--- config.mk ---
export PLATFORM = sky130hd
export DESIGN_NAME = spm_ex_loader_flat
export DESIGN_NICKNAME = d
export VERILOG_FILES = /design/src/rtl/spm_ex_loader_if.sv /design/src/rtl/spm_ex_loader.sv /design/src/flat_wrapper.sv
export SDC_FILE = /design/constraint.sdc
export NUM_CORES = 1
export LEC_CHECK = 0
export BUFFER_PORTS_ARGS = -buffer_cell sky130_fd_sc_hd__buf_2
export CAP_MARGIN = 40
export CORE_MARGIN = 1
export CORE_UTILIZATION = 50
export CTS_BUF_LIST = sky130_fd_sc_hd__clkbuf_4
export CTS_CLUSTER_DIAMETER = 100
export DETAILED_ROUTE_END_ITERATION = 12
export GPL_TIMING_DRIVEN = 0
export PLACE_DENSITY_LB_ADDON = 0.1
export SYNTH_ARGS = -nofsm -noshare
export SYNTH_HDL_FRONTEND = slang
export SYNTH_SLANG_ARGS = --single-unit
--- constraint.sdc ---
create_clock -name clk -period 4.56 [get_ports clk]
set_input_delay 0.456 -clock clk [delete_from_list [all_inputs] [get_ports clk]]
set_output_delay 0.456 -clock clk [all_outputs]
set_load 0.02 [all_outputs]
--- src/rtl/spm_ex_loader_if.sv ---
// Command, write-stream and ex_bus signals of the scratchpad external loader.
// master = loader side, slave = command/stream source and bus observer.
interface spm_ex_loader_if #(
  parameter int A_W   = 8,
  parameter int D_W   = 32,
  parameter int LEN_W = 9
);
  logic                 cmd_valid;
  logic                 cmd_ready;
  logic                 cmd_op;
  logic [A_W-1:0]       cmd_base;
  logic [LEN_W-1:0]     cmd_len;
  logic [A_W-1:0]       cmd_stride;
  logic                 s_valid;
  logic                 s_ready;
  logic [D_W-1:0]       s_data;
  logic [2+A_W+D_W-1:0] ex_bus;
  logic                 busy;
  logic                 done;
  logic [LEN_W-1:0]     beat_cnt;

  modport master (
    input  cmd_valid, cmd_op, cmd_base, cmd_len, cmd_stride, s_valid, s_data,
    output cmd_ready, s_ready, ex_bus, busy, done, beat_cnt
  );

  modport slave (
    output cmd_valid, cmd_op, cmd_base, cmd_len, cmd_stride, s_valid, s_data,
    input  cmd_ready, s_ready, ex_bus, busy, done, beat_cnt
  );
endinterface

--- src/rtl/spm_ex_loader.sv ---
// External-side scratchpad loader: turns one strided transfer command at a
// time into registered ex_bus {wen, ren, addr, data} beats.
//
//  state | meaning
//  IDLE  | waiting for a command, cmd_ready high
//  WR    | one wen beat per accepted stream word, bubbles when s_valid low
//  RD    | one ren beat per cycle until the word count is exhausted
//  FIN   | completion cycle; done is raised on the following cycle
module spm_ex_loader #(
  parameter int A_W   = 8,
  parameter int D_W   = 32,
  parameter int LEN_W = 9
) (
  input  logic           clk,
  input  logic           rst,
  spm_ex_loader_if.master bus
);

  localparam int BUS_W = 2 + A_W + D_W;

  localparam logic [1:0] S_IDLE = 2'd0;
  localparam logic [1:0] S_WR   = 2'd1;
  localparam logic [1:0] S_RD   = 2'd2;
  localparam logic [1:0] S_FIN  = 2'd3;

  logic [1:0]       r_state;
  logic [A_W-1:0]   r_addr;
  logic [A_W-1:0]   r_stride;
  logic [LEN_W-1:0] r_remaining;
  logic [LEN_W-1:0] r_beat_cnt;
  logic [BUS_W-1:0] r_ex_bus;
  logic             r_done;

  logic w_accept;
  logic w_s_ready;
  logic w_wr_beat;
  logic w_rd_beat;
  logic w_beat;
  logic w_last;

  assign w_accept  = bus.cmd_valid && (r_state == S_IDLE);
  // Remaining is never zero inside WR; the check keeps s_ready safe anyway.
  assign w_s_ready = (r_state == S_WR) && (r_remaining != '0);
  assign w_wr_beat = bus.s_valid && w_s_ready;
  assign w_rd_beat = (r_state == S_RD);
  assign w_beat    = w_wr_beat || w_rd_beat;
  assign w_last    = (r_remaining == LEN_W'(1));

  assign bus.cmd_ready = (r_state == S_IDLE);
  assign bus.busy      = (r_state != S_IDLE);
  assign bus.s_ready   = w_s_ready;
  assign bus.ex_bus    = r_ex_bus;
  assign bus.done      = r_done;
  assign bus.beat_cnt  = r_beat_cnt;

  // Sequencing FSM; a zero-length command goes straight to FIN.
  always_ff @(posedge clk) begin
    if (rst) begin
      r_state <= S_IDLE;
    end else begin
      case (r_state)
        S_IDLE: begin
          if (w_accept) begin
            if (bus.cmd_len == '0) r_state <= S_FIN;
            else if (bus.cmd_op)   r_state <= S_WR;
            else                   r_state <= S_RD;
          end
        end
        S_WR:    if (w_wr_beat && w_last) r_state <= S_FIN;
        S_RD:    if (w_last)              r_state <= S_FIN;
        default: r_state <= S_IDLE;
      endcase
    end
  end

  // Command latch plus address/remaining/beat counters; address wraps modulo 2^A_W.
  always_ff @(posedge clk) begin
    if (rst) begin
      r_addr      <= '0;
      r_stride    <= '0;
      r_remaining <= '0;
      r_beat_cnt  <= '0;
    end else if (w_accept) begin
      r_addr      <= bus.cmd_base;
      r_stride    <= bus.cmd_stride;
      r_remaining <= bus.cmd_len;
      r_beat_cnt  <= '0;
    end else if (w_beat) begin
      r_addr      <= r_addr + r_stride;
      r_remaining <= r_remaining - LEN_W'(1);
      r_beat_cnt  <= r_beat_cnt + LEN_W'(1);
    end
  end

  // Registered bus beat (zero when idle or stalled) and the done pulse after FIN.
  always_ff @(posedge clk) begin
    if (rst) begin
      r_ex_bus <= '0;
      r_done   <= 1'b0;
    end else begin
      r_done <= (r_state == S_FIN);
      if (w_wr_beat)      r_ex_bus <= {2'b10, r_addr, bus.s_data};
      else if (w_rd_beat) r_ex_bus <= {2'b01, r_addr, {D_W{1'b0}}};
      else                r_ex_bus <= '0;
    end
  end

endmodule

--- src/flat_wrapper.sv ---
// flat-port wrapper written by rule: the top's interface ports become plain ports
module spm_ex_loader_flat 
#(
  parameter int A_W   = 8,
  parameter int D_W   = 32,
  parameter int LEN_W = 9
)
  (clk, rst, bus_cmd_valid, bus_cmd_op, bus_cmd_base, bus_cmd_len, bus_cmd_stride, bus_s_valid, bus_s_data, bus_cmd_ready, bus_s_ready, bus_ex_bus, bus_busy, bus_done, bus_beat_cnt);
  spm_ex_loader_if #(.A_W(A_W), .D_W(D_W), .LEN_W(LEN_W)) bus_i ();
  input  logic clk;
  input  logic rst;
  input wire logic [$bits(bus_i.cmd_valid)-1:0] bus_cmd_valid;
  input wire logic [$bits(bus_i.cmd_op)-1:0] bus_cmd_op;
  input wire logic [$bits(bus_i.cmd_base)-1:0] bus_cmd_base;
  input wire logic [$bits(bus_i.cmd_len)-1:0] bus_cmd_len;
  input wire logic [$bits(bus_i.cmd_stride)-1:0] bus_cmd_stride;
  input wire logic [$bits(bus_i.s_valid)-1:0] bus_s_valid;
  input wire logic [$bits(bus_i.s_data)-1:0] bus_s_data;
  output wire logic [$bits(bus_i.cmd_ready)-1:0] bus_cmd_ready;
  output wire logic [$bits(bus_i.s_ready)-1:0] bus_s_ready;
  output wire logic [$bits(bus_i.ex_bus)-1:0] bus_ex_bus;
  output wire logic [$bits(bus_i.busy)-1:0] bus_busy;
  output wire logic [$bits(bus_i.done)-1:0] bus_done;
  output wire logic [$bits(bus_i.beat_cnt)-1:0] bus_beat_cnt;
  assign bus_i.cmd_valid = bus_cmd_valid;
  assign bus_i.cmd_op = bus_cmd_op;
  assign bus_i.cmd_base = bus_cmd_base;
  assign bus_i.cmd_len = bus_cmd_len;
  assign bus_i.cmd_stride = bus_cmd_stride;
  assign bus_i.s_valid = bus_s_valid;
  assign bus_i.s_data = bus_s_data;
  assign bus_cmd_ready = bus_i.cmd_ready;
  assign bus_s_ready = bus_i.s_ready;
  assign bus_ex_bus = bus_i.ex_bus;
  assign bus_busy = bus_i.busy;
  assign bus_done = bus_i.done;
  assign bus_beat_cnt = bus_i.beat_cnt;
  spm_ex_loader #(.A_W(A_W), .D_W(D_W), .LEN_W(LEN_W)) u_core (.clk(clk), .rst(rst), .bus(bus_i));
endmodule
Word level (Yosys, flattened, before mapping) --
Index checks and enable logic that the tools add are counted. Widths: inputs -> output; s select.
Storage, ports and cells: register bits 79, input bits 62
Operators by class: add/subtract/negate cells 3, equality and inequality tests 7, muxes and demuxes 12, reduce and logical (&&, ||, !) cells 13
Operators by type and width (count):
- $mux 42 | 1
- $mux 41 | 1
- $mux 9 | 2
- $mux 8 | 2
- $mux 2 | 5
- $add 9x1->9 const B | 1
- $eq 9x1->1 const B | 1
- $logic_not 9->1 | 1
- $reduce_bool 9->1 | 1
- $sub 9x1->9 const B | 1
- $add 8x8->8 | 1
- $pmux 2 s3 | 1
- $eq 2x2->1 const B | 2
- $logic_and 1x1->1 | 4
- $ne 2x2->1 const B | 2
- $reduce_bool 2->1 | 2
- $reduce_or 2->1 | 2
- $reduce_and 3->1 | 1
- $eq 2x1->1 const B | 1
- $logic_not 2->1 | 1
- $ne 2x1->1 const B | 1
- $logic_or 1x1->1 | 1

Logic depth before layout (Yosys ltp) --
Gate-level depths: netlist of the first run.
depth after elaboration 6, depth in mapped cells 9, depth with buffers taken out 8

Worst setup path after synthesis of the first run --
No wires, ideal clock.
kind reg2reg, from register u_core.r_remaining[2], to register u_core.r_addr[7], arrival time 2011 ps, data required time 4433 ps, slack 2422 ps, stages on the path, launching flop included 7, buffers on the path 1, period minus slack after synthesis 2138 ps, path through dfxtp_1 > or4_4 > o311a_4 > or2_0 > buf_6 > o211ai_2 > or3b_1
Between the ends: word-level cells in the longest chain between the ends 5
Ends and longest elaborated chain:
- from (decl) | line spm_ex_loader.sv:29 | logic [LEN_W-1:0] r_remaining;
- from (signal assigned) | line spm_ex_loader.sv:86 | r_remaining <= bus.cmd_len;
- from (signal assigned) | line spm_ex_loader.sv:90 | r_remaining <= r_remaining - LEN_W'(1);
- $reduce_bool 9->1 | line spm_ex_loader.sv:43 | assign w_s_ready = (r_state == S_WR) && (r_remaining != '0);
- $logic_and 1x1->1 | line spm_ex_loader.sv:43
- $logic_and 1x1->1 | line spm_ex_loader.sv:44 | assign w_wr_beat = bus.s_valid && w_s_ready;
- $logic_or 1x1->1 | line spm_ex_loader.sv:46 | assign w_beat = w_wr_beat || w_rd_beat;
- $reduce_bool 2->1 (no line)
- to (signal assigned) | line spm_ex_loader.sv:84 | r_addr <= bus.cmd_base;
- to (signal assigned) | line spm_ex_loader.sv:89 | r_addr <= r_addr + r_stride;
- to (decl) | line spm_ex_loader.sv:27 | logic [A_W-1:0] r_addr;
Every way passes these cells. A chain may end at the register's enable or synchronous reset.

Worst setup path in the final report of the first run --
from register u_core.r_remaining[2], to register u_core.r_ex_bus[35], in the netlist u_core.bus.ex_bus[35]
Between the ends: word-level cells in the longest chain between the ends 4
Ends and longest elaborated chain:
- $reduce_bool 9->1 | line spm_ex_loader.sv:43
- $logic_and 1x1->1 | line spm_ex_loader.sv:43
- $logic_and 1x1->1 | line spm_ex_loader.sv:44
- $mux 42 | line spm_ex_loader.sv:102 | if (w_wr_beat) r_ex_bus <= {2'b10, r_addr, bus.s_data};
- to (signal assigned) | line spm_ex_loader.sv:102
- to (signal assigned) | line spm_ex_loader.sv:103 | else if (w_rd_beat) r_ex_bus <= {2'b01, r_addr, {D_W{1'b0}}};
- to (decl) | line spm_ex_loader.sv:31 | logic [BUS_W-1:0] r_ex_bus;
Every way passes these cells.

==> reports/metrics.cfg, run 1 <==
[final_layout]
n_antenna_cell=0
finish.utilization=0.650
fin_nets=560
drive_above_1_share=0.283
synthToLayoutAreaGrowth_pct=24.7

[critical_path]
critPathMaxFanout=10
critPathKind=reg -> reg
arrival_ps=2730
r2r_end=u_core.bus.ex_bus[35]
crit_required_ps=4900
crit_start=u_core.r_remaining[2]
reg2reg_slack_ps=2170
r2r_start=u_core.r_remaining[2]
reg2reg_depth=6
cp-end-kind=flip-flop
worstSetupStartpointType=flip-flop

[synthesis]
synthAdderAreaFrac=0.0628
synth_seq_cells=79
synth_top_area_frac=0.478
synthFlopType=dfxtp_1
synth_top_family_by_area=simple AND/OR/NAND/NOR gates
synth_edf_count=0
syn_nets=434
netlist_instances=356
yosys_warnings=0
synthArstFlopShare=0
synth_commonest_cells=dfxtp_1, and3_1, nand2_1
yosys.area_share.simple=0.194
synth-xor-area-share=0.0477
syn_avg_cell_area_um2=9.29
yosysUniqueCellTypes=47
synth.area.top_cells=dfxtp_1, and3_1, ha_1
syn_area_um2=3310
seq_area_frac_synth=0.478
yosysTopAreaCell=dfxtp_1
yosysMostFrequentCell=dfxtp_1
synth_compound_area_frac=0.172
synthMuxAreaShare=0.00341

[timing]
min_period_ps=2390
setup_viol=0
max-slew-margin-rel=0.608
hold_viol=0
rsz0062_at_grt=false
fin_ws_ps=2170
period_share=0.524
tightestPinTransition_ps=588
fin_worst_skew_ps=13.2
setup_tns_ps=0
drv_slew=0
fmax_mhz=419

[pwr]
seqPwrFrac=0.435
p_per_area_nw_per_um2=484
p_sw_uw=767
leakagePower_nw=2.08
swShare=0.384
p_clk_frac=0.225
internal_power_mw=1.23
p_comb_frac=0.340
peakVddDrop_uv=291

[grt]
antenna_found_initial=0
track_usage=0.233
grt_max_degree=16
grt_pass1_wl_mm=12.9
grt_pass1_vias=2846
globalRouteOverflowTotal=0

[outcome]
status=complete, no violations

[min_path]
holdPathStages=2
hold_class=in -> reg
hold-path-endpoint=u_core.bus.ex_bus[16]
min_from=bus_s_data[16]

[floorplan]
fp-row-count=29
io_pins=117
die_w_um=83.3
die_area_um2=6940
coreArea_um2=6350
die_height_um=83.3
start_util=0.521

[clock_tree]
h-tree-depth=3
ctsHoldBuffers=0
clock_path_buffers=2
cts.sinks=79
cts_root_buf=clkbuf_4
cts-buffers-inserted=9
cts_resized=0
clkLatencyLatePin_ps=440
clkTransAtPathRegs_ps=140
post_cts_buffers=0
cts_tree=built

[drt]
drt_iter0_markers=142
finalWirelength_mm=7.78
drt-vias-per-instance=5.27
post-route-drc-count=0
dr_total_vias=2971
ant_nets=0
firstDrtPassIters=4
wire_per_inst_um=13.8

[flow_run]
cap_violations=0

[placed_design]
io_buffers=115
dp_slack_ps=2220
dp_hpwl_mm=5.57
routabilityCongestion=0.825

## sequential cells by signal, summed over array words and instances, names as in the netlist
register and flops:
u_core.bus.beat_cnt 9, u_core.bus.done 1, u_core.bus.ex_bus 42, u_core.r_addr 8, u_core.r_remaining 9, u_core.r_state 2, u_core.r_stride 8
## layout make-up
| type | instances | area, µm² |
|---|---|---|
| Fill cell | 556 | 2220 |
| Multi-Input combinational cell | 242 | 1590 |
| Tap cell | 77 | 96.3 |
| Clock inverter | 7 | 78.8 |
| Timing Repair Buffer | 115 | 576 |
| Clock buffer | 9 | 67.6 |
| Inverter | 11 | 41.3 |
| Sequential cell | 79 | 1580 |
| Buffer | 24 | 97.6 |
## metal layers
| metal | track usage | vias to the layer above | share of wire |
|---|---|---|---|
| met2 | 0.393 | 87 | 0.48 |
| met4 | 0.0956 | 0 | 0.016 |
| met5 | 0 | - | 0 |
| met1 | 0.287 | 1360 | 0.44 |
| li1 | - | 1514 | - |
| met3 | 0.0507 | 10 | 0.057 |
## cell families after synthesis
group                      Yosys count
and+or+nand+nor                    122
AOI/OAI and AO/OA                   85
muxes                                1
adders and majority gates           16
xor gates and xnor gates            18
buffers and inverters               35
DFF                                 79
## power by group through the flow
| stage | Combinational, mW | Sequential, mW | Clock, mW |
|---|---|---|---|
| 2_1_floorplan | 0.459 | 0.901 | 0 |
| 3_3_place_gp | 0.660 | 0.878 | 0 |
| 3_5_place_dp | 0.673 | 0.881 | 0 |
| 4_1_cts | 0.680 | 0.866 | 0.454 |
| 5_1_grt | 0.755 | 0.883 | 0.486 |
| 6_report | 0.679 | 0.868 | 0.449 |
## worst max-delay path: stages (launching register included)
cell,delay (ps)
dfxtp_1,400
or4_4,590
o311a_4,420
or2_0,230
buf_6,150
clkbuf_1,230
and3_1,260
## cells in the final DEF, fill, tap and decap left out, types with 2 or more instances in the layout
master and instances:
a41oi_1 2, xnor2_1 3, clkbuf_1 23, and3_1 44, buf_2 115, nor2_1 15
nand2b_1 3, o211ai_1 6, nand3_1 4, a211oi_1 2, o2111ai_1 6, o21a_1 2
clkbuf_4 9, nand2_1 32, a211o_1 5, nor4_1 3, dfxtp_1 79, a31oi_1 5
xor2_1 15, inv_6 3, and2_1 2, nor2b_1 2, nor3_1 8, inv_1 11
clkinv_4 2, a21oi_1 17, ha_1 15, a21o_1 3, o21ai_0 25, o22ai_1 3
## worst max-delay path by stage
| stage | endpoint | depth (start not counted) |
|---|---|---|
| final | u_core.bus.ex_bus[35] | 6 |
| after global routing | u_core.r_addr[0] | 7 |
| after CTS | u_core.bus.ex_bus[35] | 6 |
| after detailed placement | u_core.bus.ex_bus[38] | 6 |
| after global placement | u_core.bus.ex_bus[35] | 6 |
| after floorplan | u_core.r_addr[7] | 6 |
## per-stage QoR
stage          cell area (µm²)  power [mW]  hold WS [ps]  instances
2_1_floorplan             3310        1.36           441        356
3_3_place_gp              3980        1.54           450        548
3_5_place_dp              3980        1.55           455        548
4_1_cts                   4130        2.00           220        564
5_1_grt                   4130        2.12           202        564
6_report                  4130        2.00           230        564
Power figures use the tool's default switching activity.
==> run 2, diff against run 1 <==
--- a/config.mk
+++ b/config.mk
@@ -8,7 +8,7 @@
 export BUFFER_PORTS_ARGS = -buffer_cell sky130_fd_sc_hd__buf_2
 export CAP_MARGIN = 40
 export CORE_MARGIN = 1
-export CORE_UTILIZATION = 50
+export CORE_UTILIZATION = 46
 export CTS_BUF_LIST = sky130_fd_sc_hd__clkbuf_4
 export CTS_CLUSTER_DIAMETER = 100
 export DETAILED_ROUTE_END_ITERATION = 12
==> constraint.sdc (replaced) <==
create_clock -name clk -period 2 [get_ports clk]
set_input_delay 0.2 -clock clk [delete_from_list [all_inputs] [get_ports clk]]
set_output_delay 0.2 -clock clk [all_outputs]
set_load 0.02 [all_outputs]
==> run 2 against run 1 <==
The flow now finishes with violations (setup timing). Critical path depth did not move. Clock skew rose by 1.2 ps. Clock power rose by 120%. Count of clock-buffer cells in the layout did not move. Worst hold slack got worse by 200 ps. Final cell count rose by 12%. First-iteration DRC count fell by 18%. Power rose by 150%. Non-clock buffer count rose by 47. Maximum frequency rose by 12%. Register-to-register slack got worse by 2300 ps. Sequential power rose by 130%. Critical endpoint is now u_core.r_addr[7]. Largest cell class unchanged. Highest routed layer unchanged.
==> reports/metrics.cfg, run 2 (same netlist as run 1, synthesis figures left out) <==
[critical_path]
crit_required_ps=2320
r2r_start=u_core.r_remaining[3]
worstSetupStartpointType=flip-flop
cp-end-kind=flip-flop
cp_slowest_stage_delay_ps=520
crit_family=simple AND/OR/NAND/NOR gates
reg2reg_depth=6
worstPathCellList=or4_4, o311a_4, or2_0, buf_6, o211ai_2, or3b_1
critPathMaxFanout=7
critPathSlowestCell=or4_4
critPathKind=reg -> reg
crit_start=u_core.r_remaining[3]
r2r_end=u_core.r_addr[7]
arrival_ps=2450
path_buf_inv=1
reg2reg_slack_ps=-130

[outcome]
status=finished, violations left
violations=setup timing

[final_layout]
fin_nets=607
largest_reg_flops=42
fin_cells=630
final_common_cell=buf_2
layout_common_cells=buf_2, dfxtp_1, and3_1, dlygate4sd3_1, nand2_1
n_antenna_cell=0
synthToLayoutAreaGrowth_pct=45.2
drive_above_1_share=0.350

[min_path]
holdPathStages=3
min_from=bus_cmd_len[0]
hold-path-endpoint=u_core.r_remaining[0]
hold_class=in -> reg

[grt]
grt_pass1_wl_mm=14.5
antenna_found_initial=0
grt_pass1_vias=3179
globalRouteOverflowTotal=0
track_usage=0.248
grt_max_degree=15

[drt]
dr_total_vias=3240
drt-vias-per-instance=5.14
ant_nets=0
firstDrtPassIters=4
drt_iter0_markers=117
post-route-drc-count=0
finalWirelength_mm=9.09
wire_per_inst_um=14.4

[timing]
drv_slew=0
rsz0062_at_grt=true
fmax_mhz=469
period_share=1.07
max-slew-margin-rel=0.630
setup_viol=16
fin_worst_skew_ps=14.4
hold_viol=0
tightestPinTransition_ps=555
setup_tns_ps=-638
min_period_ps=2130
fin_ws_ps=-132

[clock_tree]
clkTransAtPathRegs_ps=140
clkLatencyLatePin_ps=430
cts_tree=built
cts-buffers-inserted=9
clock_path_buffers=2
cts.sinks=79
cts_root_buf=clkbuf_4
h-tree-depth=3

[placed_design]
io_buffers=115
routabilityCongestion=0.803
dp.cells=567
dp_slack_ps=-225
dp_hpwl_mm=5.88

[pwr]
p_per_area_nw_per_um2=1030
power_mw=4.94
leakagePower_nw=2.33
peakVddDrop_uv=703

[floorplan]
die_height_um=86.8
die_w_um=86.8
fp-row-count=30
die_area_um2=7530
coreArea_um2=6870
start_util=0.481
io_pins=117

[flow_run]
cap_violations=0

[run 2: cell count changes in the layout (fill, tap and decap cells not counted), moves of 6 or more]
| cell | delta |
|---|---|
| dlygate4sd3_1 | +38 |
| o21ai_0 | -7 |
| and3_4 | +6 |
| buf_4 | +9 |
| and3_1 | -6 |
| o2111ai_2 | +6 |
| o2111ai_1 | -6 |
| clkbuf_1 | -11 |
[run 2: power breakdown]
part	internal [mW]	total, mW	leakage [nW]	switching [mW]
Sequential	1.81	2.01	0.644	0.195
Combinational	0.877	1.96	1.62	1.09
Clock	0.383	0.969	0.0739	0.586
Total	3.07	4.94	2.33	1.87
[run 2: worst reg2reg max path, cell delays in order, from the launching register on]
cell and delay (ps):
dfxtp_4 370, or4_4 520, o311a_4 350, or2_0 220, buf_6 150, o211ai_2 50, or3b_1 360
[run 2: how the worst max path moves through the flow]
stage | to | slack (ps) | depth (start not counted)
floorplan | u_core.r_addr[7] | -60 | 6
global placement | u_core.bus.ex_bus[35] | -230 | 6
detailed placement | u_core.bus.ex_bus[35] | -220 | 6
CTS | u_core.r_addr[7] | -140 | 6
global route | u_core.r_addr[7] | -160 | 6
finish | u_core.r_addr[7] | -130 | 6
[run 2: layer usage]
metal,part of all wire,wire length (µm),global-route usage
met4,0.011,102,0.0742
met2,0.53,4780,0.437
met3,0.050,453,0.0743
met5,0,0,0
met1,0.41,3750,0.290
[run 2: layout make-up]
class / count / area [µm²]
Clock inverter: 7 / 72.6
Sequential cell: 79 / 1590
Buffer: 23 / 129
Multi-Input combinational cell: 242 / 1730
Inverter: 11 / 41.3
Clock buffer: 9 / 67.6
Fill cell: 556 / 2070
Tap cell: 96 / 120
Timing Repair Buffer: 163 / 1050
[run 2: stage by stage]
step	instance area [µm²]	hold slack [ps]	utilization
6_report	4800	34.3	0.699
3_3_place_gp	4000	431	0.583
3_5_place_dp	4000	435	0.583
2_1_floorplan	3310	336	-
4_1_cts	4600	0.0861	0.670
5_1_grt	4800	1.61	0.699
[run 2: what timing repair did]
| item | 4_1_cts | 5_1_grt |
|---|---|---|
| resized for setup | 23 | 43 |
| hold buffers | 32 | 6 |
| hold endpoints to repair | 32 | 6 |
| endpoints found under the setup margin | 60 | 71 |
| setup buffers | 6 | 3 |
| gates cloned | 1 | 0 |
| pin swaps | 4 | 11 |
